==> src/rtl/dual_rail_pkg.sv <==
// Shared definitions for the dual-rail receiver.
// Contents: FSM state enum and the default values of the receiver parameters.
package dual_rail_pkg;

  localparam int unsigned DefSyncStages = 2;
  localparam int unsigned DefFaultLimit = 4;
  localparam int unsigned DefCntW       = 8;

  typedef enum logic [1:0] {
    StInit,
    StTrack,
    StSuspect,
    StFault
  } state_e;

endpackage

==> src/rtl/rail_sync.sv <==
// Single-rail synchronizer chain.
// Ports:
//   clk_i  - sampling clock
//   rst_ni - synchronous active-low reset, loads every stage with ResetVal
//   d_i    - asynchronous input rail
//   q_o    - synchronized rail (last stage)
module rail_sync #(
  parameter int unsigned Stages   = 2,
  parameter logic        ResetVal = 1'b0
) (
  input  logic clk_i,
  input  logic rst_ni,
  input  logic d_i,
  output logic q_o
);

  logic [Stages-1:0] sync_q, sync_d;

  always_comb begin
    sync_d = {sync_q[Stages-2:0], d_i};
  end

  always_ff @(posedge clk_i) begin
    if (!rst_ni) begin
      sync_q <= {Stages{ResetVal}};
    end else begin
      sync_q <= sync_d;
    end
  end

  assign q_o = sync_q[Stages-1];

endmodule

==> src/rtl/dual_rail_receiver.sv <==
// Dual-rail receiver: synchronizes a true/complement rail pair, tracks the last valid
// data bit and declares a sticky fault after FAULT_LIMIT consecutive invalid samples.
// Ports:
//   CLK       - clock, all state changes on rising edge
//   RST_n     - synchronous active-low reset
//   RAIL_P    - true rail (asynchronous)
//   RAIL_N    - complement rail (asynchronous)
//   CLR_FAULT - fault clear request, honoured only in FAULT
//   D_OUT     - last valid data value
//   D_VALID   - current registered sample valid and not faulted
//   D_CHG     - one-cycle pulse when D_OUT changes
//   FAULT     - sticky fault flag
//   ERR_CNT   - saturating invalid-sample count (only with DUAL_RAIL_ERRCNT_EN)
// Build option: define DUAL_RAIL_ERRCNT_EN to add the ERR_CNT port and counter.
module dual_rail_receiver
  import dual_rail_pkg::*;
#(
  parameter int unsigned SYNC_STAGES = DefSyncStages,
  parameter int unsigned FAULT_LIMIT = DefFaultLimit,
  parameter int unsigned CNT_W       = DefCntW
) (
  input  logic             CLK,
  input  logic             RST_n,
  input  logic             RAIL_P,
  input  logic             RAIL_N,
  input  logic             CLR_FAULT,
  output logic             D_OUT,
  output logic             D_VALID,
  output logic             D_CHG,
  output logic             FAULT
`ifdef DUAL_RAIL_ERRCNT_EN
  ,
  output logic [CNT_W-1:0] ERR_CNT
`endif
);

  localparam int unsigned RunW = $clog2(FAULT_LIMIT + 1);

  logic p_s, n_s, sample_valid;

  // Reset value P=0/N=1 keeps the pipeline holding a valid zero after release.
  rail_sync #(
    .Stages  (SYNC_STAGES),
    .ResetVal(1'b0)
  ) u_sync_p (
    .clk_i (CLK),
    .rst_ni(RST_n),
    .d_i   (RAIL_P),
    .q_o   (p_s)
  );

  rail_sync #(
    .Stages  (SYNC_STAGES),
    .ResetVal(1'b1)
  ) u_sync_n (
    .clk_i (CLK),
    .rst_ni(RST_n),
    .d_i   (RAIL_N),
    .q_o   (n_s)
  );

  assign sample_valid = p_s ^ n_s;

  state_e          state_q, state_d;
  logic [RunW-1:0] run_q, run_d;
  logic            d_out_q, d_out_d;
  logic            d_valid_q, d_valid_d;
  logic            d_chg_q, d_chg_d;
  logic            fault_q, fault_d;

  always_comb begin
    state_d   = state_q;
    run_d     = run_q;
    d_out_d   = d_out_q;
    d_valid_d = 1'b0;
    d_chg_d   = 1'b0;
    fault_d   = fault_q;
    if (state_q == StFault) begin
      // Sample is discarded here, including on the clearing edge.
      if (CLR_FAULT) begin
        state_d = StInit;
        run_d   = '0;
        fault_d = 1'b0;
      end
    end else if (sample_valid) begin
      state_d   = StTrack;
      run_d     = '0;
      d_out_d   = p_s;
      d_valid_d = 1'b1;
      d_chg_d   = (p_s != d_out_q);
    end else begin
      run_d = (state_q == StTrack) ? RunW'(1) : run_q + RunW'(1);
      if (run_d == RunW'(FAULT_LIMIT)) begin
        state_d = StFault;
        fault_d = 1'b1;
      end else begin
        state_d = (state_q == StInit) ? StInit : StSuspect;
      end
    end
  end

  always_ff @(posedge CLK) begin
    if (!RST_n) begin
      state_q   <= StInit;
      run_q     <= '0;
      d_out_q   <= 1'b0;
      d_valid_q <= 1'b0;
      d_chg_q   <= 1'b0;
      fault_q   <= 1'b0;
    end else begin
      state_q   <= state_d;
      run_q     <= run_d;
      d_out_q   <= d_out_d;
      d_valid_q <= d_valid_d;
      d_chg_q   <= d_chg_d;
      fault_q   <= fault_d;
    end
  end

  assign D_OUT   = d_out_q;
  assign D_VALID = d_valid_q;
  assign D_CHG   = d_chg_q;
  assign FAULT   = fault_q;

`ifdef DUAL_RAIL_ERRCNT_EN
  logic [CNT_W-1:0] err_cnt_q, err_cnt_d;

  always_comb begin
    err_cnt_d = err_cnt_q;
    if ((state_q != StFault) && !sample_valid && (err_cnt_q != '1)) begin
      err_cnt_d = err_cnt_q + CNT_W'(1);
    end
  end

  always_ff @(posedge CLK) begin
    if (!RST_n) begin
      err_cnt_q <= '0;
    end else begin
      err_cnt_q <= err_cnt_d;
    end
  end

  assign ERR_CNT = err_cnt_q;
`else
  // Error counter not built.
`endif

endmodule
==> config.mk <==
export PLATFORM = sky130hd
export DESIGN_NAME = dual_rail_receiver
export DESIGN_NICKNAME = d
export VERILOG_FILES = /design/src/rtl/dual_rail_pkg.sv /design/src/rtl/rail_sync.sv /design/src/rtl/dual_rail_receiver.sv
export SDC_FILE = /design/constraint.sdc
export NUM_CORES = 1
export LEC_CHECK = 0
export BUFFER_PORTS_ARGS = -buffer_cell sky130_fd_sc_hd__buf_4
export CAP_MARGIN = 25
export CORE_AREA = 4 4 41 43
export CTS_CLUSTER_DIAMETER = 80
export DETAILED_ROUTE_END_ITERATION = 10
export DIE_AREA = 0 0 45 47
export GPL_ROUTABILITY_DRIVEN = 1
export PLACE_DENSITY = 0.59
export SLEW_MARGIN = 20
export SYNTH_ARGS = -nofsm -noshare
export SYNTH_HDL_FRONTEND = slang
export SYNTH_SLANG_ARGS = --single-unit
export TNS_END_PERCENT = 5
==> constraint.sdc <==
create_clock -name CLK -period 1.95 [get_ports CLK]
set_input_delay 0.39 -clock CLK [delete_from_list [all_inputs] [get_ports CLK]]
set_output_delay 0.39 -clock CLK [all_outputs]
set_load 0.02 [all_outputs]
---- Word-level counts from Yosys, hierarchy flattened ----
Index checks and enable logic that the tools add are counted.
storage, ports and cells
  flip-flop bits (word level) ............. 13
  input port bits ......................... 5
  output and inout port bits .............. 4
  word-level logic and storage cells ...... 39
cells by class
  add/sub/neg operators ................... 1
  equal/unequal tests ..................... 6
  multiplexer cells ....................... 14
  bitwise gates (word level) .............. 4
  reductions and logical operators ........ 6
operators by type and width
  cell                                                   number
  two-way mux 3 bit                                      4
  two-way mux 2 bit                                      5
  two-way mux 1 bit                                      5
  adder 3 x 1 -> 3 bit, second input constant            1
  == test 3 bit, second input constant                   1
  NOT 1 bit                                              3
  AND reduction 3 bit                                    1
  OR reduction 3 bit                                     1
  == test 2 x 1 -> 1 bit, second input constant          1
  == test 2 bit, second input constant                   1
  logical NOT 2 bit                                      1
  inequality test 2 x 1 -> 1 bit, second input constant  1
  inequality test 2 bit, second input constant           1
  AND reduction 2 bit                                    1
  nonzero test 2 bit                                     1
  OR reduction 2 bit                                     1
  inequality test 1 bit                                  1
  XOR 1 bit                                              1

---- Longest topological paths before layout ----
  depth after elaboration ................. 6
  gate-level depth with buffers ........... 4
  gate-level depth less buffers ........... 4

---- Hierarchy ----
Synthesis repeated with hierarchy kept, for this count alone.
unflattened totals
  cells, all modules ...................... 61
  area, all modules ....................... 546.8 um2
by module, submodules not included
  module              instances  cells each  area an instance (um2)  seq. area each (um2)
  dual_rail_receiver  1          53          441.7                   180.2
  rail_sync           2          4           52.6                    40.0

---- Worst setup path before layout ----
Ideal clock, no wire load.
  kind .................................... register to register
  from .................................... register run_q[0]
  to ...................................... register run_q[2]
  setup time .............................. 74 ps
  data arrival time ....................... 1129 ps
  data required time ...................... 1876 ps
  setup slack ............................. 747 ps
  stages on the path, launching flop included .. 5
  buffers on the path ..................... 0
  period minus slack after synthesis ...... 1203 ps
  cell sequence ........................... dfxtp_1 ha_1 inv_1 or4_1 a31oi_1
on the way
  cells in the longest elaborated chain, start to end .. 4
RTL lines
  element                   line                       text
  start: declaration        dual_rail_receiver.sv:65   logic [RunW-1:0] run_q, run_d;
  start signal: assignment  dual_rail_receiver.sv:112  run_q <= run_d;
  adder 3 x 1 -> 3 bit      dual_rail_receiver.sv:92   run_d = (state_q == StTrack) ? RunW'(1) : run_q + RunW'(1);
  two-way mux 3 bit         dual_rail_receiver.sv:92
  two-way mux 3 bit         dual_rail_receiver.sv:85   end else if (sample_valid) begin
  two-way mux 3 bit         dual_rail_receiver.sv:78   if (state_q == StFault) begin
Every way passes these cells.
A chain may end at the register's enable or synchronous reset.

---- Final worst setup path ----
Same ends and word-level chain as after synthesis.

==> impl_results.html <==
<table>
<tr><th>Metric</th><th>Value</th></tr>
<tr><th colspan="2">Worst setup path</th></tr>
<tr><td>CP Class</td><td>reg -&gt; reg</td></tr>
<tr><td>CP endpoint kind</td><td>flop</td></tr>
<tr><td>Required arrival time at the worst endpoint</td><td>2150 ps</td></tr>
<tr><td>Worst Setup Start Kind</td><td>flop</td></tr>
<tr><td>Cell breakdown of the critical path</td><td>ha_1, inv_1, or4_1, a31oi_1</td></tr>
<tr><td>Slowest CP cell</td><td>sky130_fd_sc_hd__or4_1</td></tr>
<tr><td>Worst-path maximum fanout</td><td>4</td></tr>
<tr><td>Worst stage delay on the critical path</td><td>460 ps</td></tr>
<tr><td>Arrival @ worst endpoint</td><td>1470 ps</td></tr>
<tr><th colspan="2">Final layout</th></tr>
<tr><td>Share of layout cells above drive strength 1</td><td>0.183</td></tr>
<tr><td>Number of antenna diodes</td><td>0</td></tr>
<tr><td>Area grow syn2layout</td><td>17.4%</td></tr>
<tr><td>Layout fillers</td><td>about 130</td></tr>
<tr><td>Commonest non-fill, non-tap cells in the layout</td><td>13 x sky130_fd_sc_hd__dfxtp_1, 8 x sky130_fd_sc_hd__buf_4, 7 x sky130_fd_sc_hd__nand2_1</td></tr>
<tr><td>Post-Route Utilization</td><td>0.492</td></tr>
<tr><td>Design area</td><td>641 µm²</td></tr>
<tr><td>Most common library cell in the layout ignoring fill and taps</td><td>sky130_fd_sc_hd__dfxtp_1</td></tr>
<tr><td>Finished Layout Cells</td><td>86</td></tr>
<tr><td>Final #Nets</td><td>78</td></tr>
<tr><th colspan="2">Clock tree</th></tr>
<tr><td>Clock Path Buffers</td><td>2</td></tr>
<tr><td>Clock tree from TritonCTS</td><td>built</td></tr>
<tr><td>CTS sink cnt</td><td>13</td></tr>
<tr><td>Clock-pin slew on the worst setup and hold paths</td><td>80 ps</td></tr>
<tr><td>Number of levels the H-tree was split into</td><td>1</td></tr>
<tr><td>Setup repair bufs after CTS</td><td>0</td></tr>
<tr><td>Number of buffers inserted for hold repair after clock tree synthesis</td><td>0</td></tr>
<tr><td>Total CTS buffers</td><td>3</td></tr>
<tr><td>Worst-skew pair later-pin latency</td><td>270 ps</td></tr>
<tr><td>Root buffer selected by CTS</td><td>sky130_fd_sc_hd__clkbuf_4</td></tr>
<tr><td>Post-CTS resize count</td><td>0</td></tr>
<tr><th colspan="2">Logic synthesis</th></tr>
<tr><td>Number of warning messages in the yosys log</td><td>0</td></tr>
<tr><td>Fraction of the yosys area taken by sequential cells</td><td>0.477</td></tr>
<tr><td>Number of library cell types mapped by synthesis</td><td>27</td></tr>
<tr><td>Netlist area before placement</td><td>546 µm²</td></tr>
<tr><td>Synthesized area per cell</td><td>8.94 µm²</td></tr>
<tr><td>Number of storage elements in the synthesis netlist</td><td>13</td></tr>
<tr><td>Synth Net Count</td><td>67</td></tr>
<tr><td>Synth Instances</td><td>61</td></tr>
<tr><th colspan="2">Floorplan</th></tr>
<tr><td>Initial core utilization</td><td>0.419</td></tr>
<tr><td>Die H</td><td>about 47 µm</td></tr>
<tr><td>Core footprint</td><td>1300 µm²</td></tr>
<tr><td>FP Rows</td><td>13</td></tr>
<tr><td>Die W</td><td>45 µm</td></tr>
<tr><td>Floorplan die area</td><td>~2100 µm²</td></tr>
<tr><td>Number of top-level pins</td><td>9</td></tr>
<tr><th colspan="2">Power and ir drop</th></tr>
<tr><td>Static Leakage</td><td>0.259 nW</td></tr>
<tr><td>Pwr per Cell Area</td><td>766 nW/µm²</td></tr>
<tr><td>Post-route total power</td><td>0.491 mW</td></tr>
<tr><td>Maximum resistive drop on vdd</td><td>419 µV</td></tr>
<tr><th colspan="2">Detailed routing</th></tr>
<tr><td>Remaining antenna violation count after routing</td><td>0</td></tr>
<tr><td>Wire length per cell after detailed routing</td><td>10.5 µm</td></tr>
<tr><td>Total Wirelength</td><td>907 µm</td></tr>
<tr><td>DRC violations left</td><td>0</td></tr>
<tr><td>Routed via count</td><td>around 440</td></tr>
<tr><td>Drt pass-1 iters</td><td>4</td></tr>
<tr><td>Detailed router's first-iteration violation count</td><td>4</td></tr>
<tr><td>Via-per-instance ratio</td><td>5.07</td></tr>
<tr><th colspan="2">Placed design</th></tr>
<tr><td>GP Congestion</td><td>0.754</td></tr>
<tr><td>Cell Count Post-Placement</td><td>82</td></tr>
<tr><td>Total placed instance area</td><td>614 µm²</td></tr>
<tr><td>Pre-CTS setup slack</td><td>between 600 and 700 ps</td></tr>
<tr><td>Detail Placement HPWL</td><td>678 µm</td></tr>
<tr><td>Port Buffers</td><td>8</td></tr>
<tr><th colspan="2">Global routing</th></tr>
<tr><td>Pin count of the biggest net entering global routing</td><td>12</td></tr>
<tr><td>Vias in the first global route</td><td>375</td></tr>
<tr><td>Global-route usage over all layers</td><td>0.109</td></tr>
<tr><td>Global-route wire length before repair</td><td>1.63 mm</td></tr>
<tr><td>Number of antenna violations at the first check in global routing</td><td>0</td></tr>
<tr><td>Gr ovfl total</td><td>0</td></tr>
<tr><th colspan="2">Timing</th></tr>
<tr><td>Worst Max-Slew Pin Slew</td><td>~460 ps</td></tr>
<tr><td>Max-slew violation total from the final report</td><td>0</td></tr>
<tr><td>Worst hold slack</td><td>about 300 ps</td></tr>
<tr><td>Hold Vio Cnt, Final</td><td>0</td></tr>
<tr><td>Highest achievable clock rate</td><td>791 MHz</td></tr>
<tr><td>Shortest clock period the worst path allows after layout</td><td>1260 ps</td></tr>
<tr><td>Final clock period utilization by the worst path</td><td>0.648</td></tr>
<tr><td>Post-route worst setup slack</td><td>686 ps</td></tr>
<tr><td>Post-route setup TNS</td><td>0 ps</td></tr>
<tr><td>Setup repair after global routing missed its margin</td><td>no</td></tr>
<tr><td>Max-slew headroom</td><td>0.689</td></tr>
<tr><td>Setup violation total in the final timing report</td><td>0</td></tr>
<tr><td>Setup clock skew after layout</td><td>between 5 and 6 ps</td></tr>
<tr><th colspan="2">Run</th></tr>
<tr><td>Count of max-cap constraint violations</td><td>0</td></tr>
<tr><th colspan="2">Min path</th></tr>
<tr><td>Tightest Hold Check Type</td><td>in -&gt; reg</td></tr>
<tr><th colspan="2">Status</th></tr>
<tr><td>Outcome</td><td>finished clean</td></tr>
</table>
-- synth_stat cells, drive strengths merged --
cell type	number	area, µm²
nand4	2	12.5
xor2	2	17.5
o21ai	2	10.0
a211oi	1	7.51
nand3b	1	7.51
a21oi	4	20.0
buf	2	10.0
a31oi	1	6.26
nand3	1	5.00
a32oi	1	8.76
or4	1	7.51
and2	2	12.5
nor2b	1	6.26
ha	1	12.5
o22ai	1	6.26
a21bo	1	10.0
or3b	1	8.76
nand2	7	26.3
xnor2	1	8.76
and3b	1	8.76
nor2	6	22.5
a221oi	1	8.76
a32o	1	10.0
nand2b	2	12.5
dfxtp	13	260
inv	3	11.3
o211ai	1	7.51
-- cells by family after synthesis --
kind of cell / after synthesis / synth area share
adder cells (fa/ha/maj): 1 / 0.0229
XOR/XNOR: 3 / 0.0482
AO/OA/AOI/OAI: 14 / 0.174
buffers and inverters: 5 / 0.0390
AND/OR/NAND/NOR: 25 / 0.239
flip-flops: 13 / 0.477
-- final cells by class --
class                      instances  area (µm²)  share of cell area
inverter                           3        11.3              0.0176
multi-input combinational         43         264               0.412
timing repair buffer               8        60.1              0.0938
clock buffer                       4        26.3              0.0410
sequential                        13         260               0.406
tap                               15        18.8              0.0293
-- path summary, 6_finish.rpt --
| check | slack [ps] | to | startpoint | depth (start not counted) |
|---|---|---|---|---|
| setup / recovery | 690 | run_q[2] | run_q[0] | 4 |
| setup reg to reg | 690 | run_q[2] | run_q[0] | 4 |
| hold reg to reg | 410 | u_sync_n.sync_q[1] | u_sync_n.sync_q[0] | 1 |
| hold / removal | 300 | u_sync_n.sync_q[0] | RAIL_N | 2 |
-- critical path: cells and delay by family, from the launching register on --
family,cells,cell delay (ps)
compound gates,1,130
fa+ha+maj,1,190
buf+inv,1,60
flops,1,360
simple gates,1,460
-- power by group --
part	internal, mW	leakage (nW)	total, mW	switching (mW)
logic	0.0210	0.137	0.0444	0.0234
registers	0.276	0.107	0.287	0.0114
clock network	0.0791	0.0150	0.159	0.0801
total	0.376	0.259	0.491	0.115
-- per-layer routing --
layer	wire, µm	track usage	up-vias
li1	-	-	234
met1	442	0.155	183
met2	388	0.138	19
met3	76	0.0575	0
met4	0	0.0351	0
met5	0	0	-
-- registers in the layout, summed over array words and instances (netlist names) --
| signal | flops |
|---|---|
| D_CHG | 1 |
| D_OUT | 1 |
| D_VALID | 1 |
| FAULT | 1 |
| run_q | 3 |
| state_q | 2 |
| u_sync_n.sync_q | 2 |
| u_sync_p.sync_q | 2 |
No activity file was read; power rests on OpenSTA's default activity.
